===== src/rtl/pic_host_driver_if.sv =====
// PIC-side bus bundle of the host driver: strobes, address, data lanes
// and the INT line. The master modport belongs to the host driver.
interface pic_host_driver_if;
  logic [7:0] d_in;
  logic [7:0] d_out;
  logic       d_oe;
  logic       cs_n;
  logic       wr_n;
  logic       inta_n;
  logic       a0;
  logic       int_in;

  modport master (
    input  d_in, int_in,
    output d_out, d_oe, cs_n, wr_n, inta_n, a0
  );

  modport slave (
    output d_in, int_in,
    input  d_out, d_oe, cs_n, wr_n, inta_n, a0
  );
endinterface


===== src/rtl/pic_host_driver.sv =====
// 8259-style PIC host driver: ICW init writes, INTA handshake, vector capture.
// Optional PIC_HOST_EOI_EN: non-specific EOI (OCW2 0x20) after vec_ack.
module pic_host_driver #(
  parameter int INTA_LOW_CYC = 2,
  parameter int INTA_GAP_CYC = 2
) (
  input  logic       clk,
  input  logic       rst_n,
  input  logic       init_start,
  input  logic [7:0] cfg_icw1,
  input  logic [7:0] cfg_icw2,
  input  logic [7:0] cfg_icw3,
  input  logic [7:0] cfg_icw4,
  input  logic       vec_ack,
  output logic [7:0] vec,
  output logic       vec_valid,
  output logic       busy,
  output logic       init_done,
  pic_host_driver_if.master bus
);

  typedef enum logic [2:0] {
    IDLE, WR_SETUP, WR_STROBE, WR_HOLD,
    INTA1, GAP, INTA2, VEC_WAIT
  } state_t;

  typedef enum logic [2:0] {
    W_ICW1, W_ICW2, W_ICW3, W_ICW4
`ifdef PIC_HOST_EOI_EN
    , W_EOI
`endif
  } wsel_t;

  localparam int CW = 8;
  localparam logic [CW-1:0] LOW_LAST = CW'(INTA_LOW_CYC - 1);
  localparam logic [CW-1:0] GAP_LAST = CW'(INTA_GAP_CYC - 1);

  state_t        state, state_nx;
  wsel_t         wsel, wsel_nx;
  logic [CW-1:0] cnt;
  logic [7:0]    icw1, icw2, icw3, icw4;
  logic          ld_cfg, done_set;
  logic          wr_phase;
  logic [7:0]    wdata;
  logic          wa0;

  always_ff @(posedge clk or negedge rst_n) begin
    if (!rst_n) begin
      state     <= IDLE;
      wsel      <= W_ICW1;
      cnt       <= '0;
      icw1      <= '0;
      icw2      <= '0;
      icw3      <= '0;
      icw4      <= '0;
      vec       <= '0;
      init_done <= 1'b0;
    end else begin
      state <= state_nx;
      wsel  <= wsel_nx;
      cnt   <= (state_nx != state) ? '0 : cnt + CW'(1);
      if (ld_cfg) begin
        icw1 <= cfg_icw1;
        icw2 <= cfg_icw2;
        icw3 <= cfg_icw3;
        icw4 <= cfg_icw4;
      end
      if (state == INTA2 && cnt == LOW_LAST)
        vec <= bus.d_in;
      if (ld_cfg)
        init_done <= 1'b0;
      else if (done_set)
        init_done <= 1'b1;
    end
  end

  always_comb begin
    state_nx = state;
    wsel_nx  = wsel;
    ld_cfg   = 1'b0;
    done_set = 1'b0;
    unique case (state)
      IDLE: begin
        if (init_start) begin
          state_nx = WR_SETUP;
          wsel_nx  = W_ICW1;
          ld_cfg   = 1'b1;
        end else if (bus.int_in && init_done) begin
          state_nx = INTA1;
        end
      end
      WR_SETUP:  state_nx = WR_STROBE;
      WR_STROBE: state_nx = WR_HOLD;
      WR_HOLD: begin
        state_nx = WR_SETUP;
        // ICW3 only in cascade mode (SNGL=0), ICW4 only when IC4=1
        unique case (wsel)
          W_ICW1: wsel_nx = W_ICW2;
          W_ICW2: begin
            if (!icw1[1])
              wsel_nx = W_ICW3;
            else if (icw1[0])
              wsel_nx = W_ICW4;
            else begin
              state_nx = IDLE;
              done_set = 1'b1;
            end
          end
          W_ICW3: begin
            if (icw1[0])
              wsel_nx = W_ICW4;
            else begin
              state_nx = IDLE;
              done_set = 1'b1;
            end
          end
          W_ICW4: begin
            state_nx = IDLE;
            done_set = 1'b1;
          end
          default: state_nx = IDLE;
        endcase
      end
      INTA1: if (cnt == LOW_LAST) state_nx = GAP;
      GAP:   if (cnt == GAP_LAST) state_nx = INTA2;
      INTA2: if (cnt == LOW_LAST) state_nx = VEC_WAIT;
      VEC_WAIT: begin
        if (vec_ack) begin
`ifdef PIC_HOST_EOI_EN
          state_nx = WR_SETUP;
          wsel_nx  = W_EOI;
`else
          state_nx = IDLE;
`endif
        end
      end
      default: state_nx = IDLE;
    endcase
  end

  always_comb begin
    wdata = 8'h00;
    wa0   = 1'b0;
    unique case (wsel)
      W_ICW1: begin wdata = icw1; wa0 = 1'b0; end
      W_ICW2: begin wdata = icw2; wa0 = 1'b1; end
      W_ICW3: begin wdata = icw3; wa0 = 1'b1; end
      W_ICW4: begin wdata = icw4; wa0 = 1'b1; end
`ifdef PIC_HOST_EOI_EN
      W_EOI:  begin wdata = 8'h20; wa0 = 1'b0; end
`endif
      default: begin wdata = 8'h00; wa0 = 1'b0; end
    endcase
  end

  // Strobes decode straight from state so async reset clears them at once
  assign wr_phase   = (state == WR_SETUP) || (state == WR_STROBE) ||
                      (state == WR_HOLD);
  assign bus.cs_n   = !wr_phase;
  assign bus.d_oe   = wr_phase;
  assign bus.wr_n   = (state != WR_STROBE);
  assign bus.inta_n = !((state == INTA1) || (state == INTA2));
  assign bus.d_out  = wr_phase ? wdata : 8'h00;
  assign bus.a0     = wr_phase ? wa0 : 1'b0;
  assign busy       = (state != IDLE);
  assign vec_valid  = (state == VEC_WAIT);

endmodule

===== src/flat_wrapper.sv =====
// flat-port wrapper written by rule: the top's interface ports become plain ports
module pic_host_driver_flat 
#(
  parameter int INTA_LOW_CYC = 2,
  parameter int INTA_GAP_CYC = 2
)
  (clk, rst_n, init_start, cfg_icw1, cfg_icw2, cfg_icw3, cfg_icw4, vec_ack, vec, vec_valid, busy, init_done, bus_d_in, bus_int_in, bus_d_out, bus_d_oe, bus_cs_n, bus_wr_n, bus_inta_n, bus_a0);
  pic_host_driver_if bus_i ();
  input  logic clk;
  input  logic rst_n;
  input  logic init_start;
  input  logic [7:0] cfg_icw1;
  input  logic [7:0] cfg_icw2;
  input  logic [7:0] cfg_icw3;
  input  logic [7:0] cfg_icw4;
  input  logic vec_ack;
  output logic [7:0] vec;
  output logic vec_valid;
  output logic busy;
  output logic init_done;
  input wire logic [$bits(bus_i.d_in)-1:0] bus_d_in;
  input wire logic [$bits(bus_i.int_in)-1:0] bus_int_in;
  output wire logic [$bits(bus_i.d_out)-1:0] bus_d_out;
  output wire logic [$bits(bus_i.d_oe)-1:0] bus_d_oe;
  output wire logic [$bits(bus_i.cs_n)-1:0] bus_cs_n;
  output wire logic [$bits(bus_i.wr_n)-1:0] bus_wr_n;
  output wire logic [$bits(bus_i.inta_n)-1:0] bus_inta_n;
  output wire logic [$bits(bus_i.a0)-1:0] bus_a0;
  assign bus_i.d_in = bus_d_in;
  assign bus_i.int_in = bus_int_in;
  assign bus_d_out = bus_i.d_out;
  assign bus_d_oe = bus_i.d_oe;
  assign bus_cs_n = bus_i.cs_n;
  assign bus_wr_n = bus_i.wr_n;
  assign bus_inta_n = bus_i.inta_n;
  assign bus_a0 = bus_i.a0;
  pic_host_driver #(.INTA_LOW_CYC(INTA_LOW_CYC), .INTA_GAP_CYC(INTA_GAP_CYC)) u_core (.clk(clk), .rst_n(rst_n), .init_start(init_start), .cfg_icw1(cfg_icw1), .cfg_icw2(cfg_icw2), .cfg_icw3(cfg_icw3), .cfg_icw4(cfg_icw4), .vec_ack(vec_ack), .vec(vec), .vec_valid(vec_valid), .busy(busy), .init_done(init_done), .bus(bus_i));
endmodule

===== config.mk =====
export PLATFORM = sky130hd
export DESIGN_NAME = pic_host_driver_flat
export DESIGN_NICKNAME = d
export VERILOG_FILES = /design/src/rtl/pic_host_driver_if.sv /design/src/rtl/pic_host_driver.sv /design/src/flat_wrapper.sv
export SDC_FILE = /design/constraint.sdc
export NUM_CORES = 1
export LEC_CHECK = 0
export CORE_AREA = 2 2 77 79
export CTS_CLUSTER_SIZE = 20
export DETAILED_ROUTE_END_ITERATION = 7
export DIE_AREA = 0 0 79 81
export PLACE_DENSITY_LB_ADDON = 0.12
export SYNTH_ARGS = -nofsm -noshare
export SYNTH_HDL_FRONTEND = slang
export SYNTH_SLANG_ARGS = --single-unit

===== constraint.sdc =====
create_clock -name clk -period 2.4 [get_ports clk]
set_input_delay 0.6 -clock clk [delete_from_list [all_inputs] [get_ports clk]]
set_output_delay 0.6 -clock clk [all_outputs]
set_load 0.01 [all_outputs]

---- Yosys cells after proc, flatten, opt, wreduce, memory -nomap -nowiden ----
Cells that the tools add are included.
storage, ports and cells
  register bits after elaboration ......... 55
  bits in latches ......................... 0
  memory bits (writable) .................. 0
  bits in read-only memories .............. 0
  input bits .............................. 45
  output and inout bits ................... 24
  word-level logic and storage cells ...... 67
  memories ................................ 0
cells by class
  add/sub/neg operators ................... 1
  multipliers ............................. 0
  div/mod/pow operators ................... 0
  magnitude comparators ................... 0
  eq/ne operators ......................... 15
  shifts and indexed selects .............. 0
  multiplexer cells ....................... 28
  bitwise operators ....................... 0
  reduce and logical (&&, ||, !) cells .... 14
operator list
  cell                   count
  $pmux W8 S4            1
  $mux W3                10
  $pmux W3 S8            1
  $pmux W3 S3            2
  $mux W8                2
  $eq A3 B2 Y1 const B   4
  $eq A3 B3 Y1 const B   4
  $mux W1                10
  $add A8 B1 Y8 const B  1
  $eq A8 B1 Y1 const B   1
  $eq A3 B1 Y1 const B   2
  $logic_not A3 Y1       2
  $pmux W3 S2            1
  $ne A4 B4 Y1 const B   1
  $reduce_bool A2 Y1     2
  $logic_or A1 B1 Y1     3
  $ne A3 B2 Y1 const B   1
  $ne A3 B3 Y1           1
  $pmux W1 S3            1
  $reduce_and A3 Y1      1
  $reduce_bool A3 Y1     1
  $reduce_or A3 Y1       1
  $logic_and A1 B1 Y1    2
  $logic_not A1 Y1       2
  $ne A2 B2 Y1 const B   1

---- Longest topological paths before layout ----
  depth in word-level cells ............... 6
  depth in mapped cells ................... 6
  depth with buffers taken out ............ 5

---- Least setup slack after synthesis ----
No wires, ideal clock.
  kind .................................... reg2out
  start ................................... reg u_core.wsel[1]
  end ..................................... out bus_d_out[2]
  data arrival time ....................... 1.563 ns
  data required time ...................... 1.800 ns
  slack ................................... 0.237 ns
  stages on the path, launching flop included .. 5
  buffers on the path ..................... 0
  cell sequence ........................... dfrtp_1 > inv_2 > nor2_1 > a221oi_1 > a2111oi_0
between the ends
  longest elaborated chain between the ends .. 3
  elaborated cells on any way between the ends .. 6
  classes of those cells .................. 3 x eq/ne; 2 x mux; 1 x reduce/logical
ends and longest elaborated chain
  element                               RTL line                RTL
  start: declaration                    pic_host_driver.sv:39   wsel_t wsel, wsel_nx;
  start signal: assignment              pic_host_driver.sv:60   wsel <= wsel_nx;
  $eq A3 B2 Y1 (tied with other cells)  pic_host_driver.sv:144  unique case (wsel)
  $pmux W8 S4 (*)                       pic_host_driver.sv:144
  $mux W8 (*)                           pic_host_driver.sv:163  assign bus.d_out = wr_phase ? wdata : 8'h00;
  end: declaration                      flat_wrapper.sv:23      output wire logic [$bits(bus_i.d_out)-1:0] bus_d_out;
Every way passes the cells marked *; elsewhere a longest branch is shown, timed or not.

---- Worst setup path after layout ----
  start ................................... reg u_core.wsel[0]
  end ..................................... out bus_d_out[6]
Same word-level chain as after synthesis.

==> impl_metrics.csv <==
group,metric,value,unit
power_and_ir_drop,ir_drop,694,uV
synthesis,synth.area.top_cells,"dfrtp_1, mux2_2, mux2_4, mux2i_1, a2111oi_0",
routing,post-route-drc-count,0,
placed_design,port_buffers,68,
cells_and_area,nets,333,
routing,detail-route-antenna-nets,0,
clock_tree,clkSlewWorstSetupHoldPaths,0.09,ns
global_routing,grt_pass1_vias,1919,
clock_tree,numClockSinks,55,
global_routing,grt_pass1_wl,9080,um
cells_and_area,final_cell_count_no_fill,360,
placed_design,pre_cts_ws,-0.0676,ns
sta,hold_viol,0,
synthesis,netlist_area,2600,um2
synthesis,yosysTopAreaCell,"dfrtp_1",
placed_design,place_inst,351,
global_routing,use_met2,30.9,%
global_routing,grt_overflow,0,
sta,period_share,97.0,%
worst_setup_path,slowest_delay,0.47,ns
power_and_ir_drop,power_density,1220,nW/um2
cells_and_area,syn2layout_area_growth,36.9,%
placed_design,globalplace.congestion,0.853,
clock_tree,clkLatencyLatePin,0.31,ns
synthesis,ys_ff_latch,55,
sta,period_minus_slack,2.33,ns
clock_tree,clock-root-buffer,"clkbuf_8",
sta,tns,0,ns
synthesis,synth_cells,204,
sta,rsz0062_at_grt,"true",
run_status,status,"complete, no violations",
worst_setup_path,critPathMaxFanout,5,
worst_setup_path,start_kind,"flip-flop",
global_routing,grt_max_degree,56,
floorplanning,std_cell_rows,28,
worst_hold_path,hold_class,"in -> async",
clock_tree,cts_tree,"done",
worst_setup_path,slowest_stage,"mux4_2",
cells_and_area,drive_gt1_share,26.7,%
routing,dr.pass1.iters,4,
routing,vias,1900,
floorplanning,dieArea,6400,um2
sta,worst_pin_slew,0.686,ns
clock_tree,htreeDepth,2,
worst_setup_path,worstSetupPathType,"reg -> out",
placed_design,dpl.hpwl,3810,um
flow_run,max_cap_violations,0,
cells_and_area,fin_area,3560,um2
cells_and_area,multi_input_area,1160,um2
routing,wirelength,5490,um
synthesis,synth.most_common_cell,"dfrtp_1",
synthesis,synth_nets,251,
cells_and_area,diodes,0,
floorplanning,die_w,79,um
synthesis,async_flop_share,100,%
routing,post_drt_wl_per_cell,15.3,um
synthesis,yosysSeqAreaShare,53.0,%
global_routing,grt_antenna_before_repair,0,
synthesis,ys_top_cells_by_count,"dfrtp_1, mux2_2, nor2_1, mux2_4",
synthesis,syn_area_per_cell,12.7,um2
routing,drtIter0Drc,49,
synthesis,synth-edff-count,0,
floorplanning,coreArea,5680,um2
synthesis,synth_top_cell_area_share,53.0,%
synthesis,ys.flop_type,"dfrtp_1",
global_routing,grt_usage,18.5,%
sta,maxSlewHeadroom,54.3,%
placed_design,postPlaceCellArea,3430,um2
cells_and_area,finalCoreUtilization,62.7,%
sta,finalMaxSlewViolations,0,
sta,finalSetupViolCount,0,
cells_and_area,seqCellArea,1380,um2
sta,finalClockSkew,0.00703,ns
routing,viasPerCell,5.28,
synthesis,ys_types,43,
clock_tree,cts_buffer_depth,2,
floorplanning,ios,69,
global_routing,grt_use_met3,5.44,%
global_routing,top_usage_layer,"met2",
floorplanning,start_util,45.8,%
sta,fmax,0.430,GHz
worst_setup_path,end_kind,"primary output",
power_and_ir_drop,cellLeakagePower,1.52,nW
worst_setup_path,required,1.80,ns
clock_tree,numCtsBuffers,5,
global_routing,met1_usage,23.5,%
synthesis,ys_warn_count,0,
worst_setup_path,cp_data_arrival_time,1.73,ns
cells_and_area,nFillCells,498,
floorplanning,die_h,81,um
sta,layout_setup_ws,0.0729,ns
worst_setup_path,worstPathCellList,"buf_12, mux4_2, and2_1, clkdlybuf4s15_1",
placed cells by master, fill, tap and decap left out, types with 2 or more instances in the layout:
master | synthesis | final
nor3_1 | 3 | 3
mux2_1 | 2 | 2
mux2_2 | 29 | 29
inv_1 | 7 | 7
nor2b_1 | 2 | 2
xor2_1 | 5 | 5
nand2_1 | 5 | 5
clkdlybuf4s50_1 | 0 | 57
mux2_4 | 8 | 8
buf_12 | 0 | 2
or3_1 | 2 | 2
nor2_1 | 14 | 14
a2111oi_2 | 0 | 5
and3_1 | 2 | 2
buf_4 | 1 | 13
clkbuf_8 | 0 | 5
nand3_1 | 7 | 7
o21ai_0 | 5 | 5
dfrtp_1 | 55 | 55
a21oi_1 | 5 | 5
clkbuf_2 | 0 | 5
mux2i_1 | 7 | 7
dlygate4sd2_1 | 0 | 2
ha_1 | 2 | 2
a221oi_1 | 7 | 7
dlygate4sd1_1 | 0 | 2
routing by layer:
metal	share of wire [%]	vias up
met2	50	56
li1	-	911
met4	1.2	0
met3	5.7	6
met1	43	927
met5	0	-
repair_timing:
| action | in CTS | in global routing |
|---|---|---|
| endpoints found under the setup margin | 10 | 7 |
| buffers inserted | 2 | 0 |
| hold buffers | 0 | 0 |
| pin swaps | 4 | 1 |
| cloned | 1 | 0 |
| gates resized for setup | 17 | 21 |
layout make-up:
class	instances	area share, %
flip-flops and latches	55	38.7
multi-input cells	131	32.6
repair buffers	85	23.2
well taps	75	2.64
clock buffers	6	2.04
inverters	8	0.844
power by group:
| part | switching (mW) | internal, mW | total, mW |
|---|---|---|---|
| sequential | 0.262 | 1.34 | 1.60 |
| combinational | 0.962 | 1.30 | 2.26 |
| clock | 0.271 | 0.195 | 0.466 |
logic make-up after synthesis:
group / synth area share, %
flops: 53.0
compound gates: 10.0
mux: 21.6
xor+xnor: 2.02
simple gates: 8.71
fa+ha+maj: 0.963
buf+inv: 3.71
worst max-delay path: cells and delay by family (launching register included):
| kind | cells | cell delay [ns] |
|---|---|---|
| multiplexers | 1 | 0.47 |
| flip-flops | 1 | 0.42 |
| buffers and inverters | 2 | 0.35 |
| AND/OR/NAND/NOR | 1 | 0.17 |
flip-flops by register name, summed over array words and instances (netlist names):
name,cells
u_core.cnt,8
u_core.icw1,8
u_core.icw2,8
u_core.icw3,8
u_core.icw4,8
u_core.vec,8
u_core.state,3
u_core.wsel,3
u_core.init_done,1
path summary, 6_finish.rpt:
| kind | slack [ns] | end | depth (start not counted) | from |
|---|---|---|---|---|
| max in group asynchronous | 1.53 | u_core.icw3[3] | 2 | rst_n |
| min in group clk | 0.51 | u_core.icw1[6] | 1 | u_core.icw1[6] |
| worst max-delay path | 0.07 | bus_d_out[6] | 4 | u_core.wsel[0] |
| worst min register to register | 0.51 | u_core.icw1[6] | 1 | u_core.icw1[6] |
| worst max register to register | 0.38 | u_core.vec[5] | 4 | u_core.cnt[5] |
| worst min-delay path | 0.40 | u_core.cnt[5] | 2 | rst_n |
metrics by stage:
step                      total power, mW  hold slack (ns)
after floorplan                      2.80            0.304
after global placement               3.77            0.486
after detailed placement             3.81            0.492
after CTS                            4.33            0.430
after global routing                 4.65            0.453
final                                4.33            0.399
(Power assumes the default switching activity.)
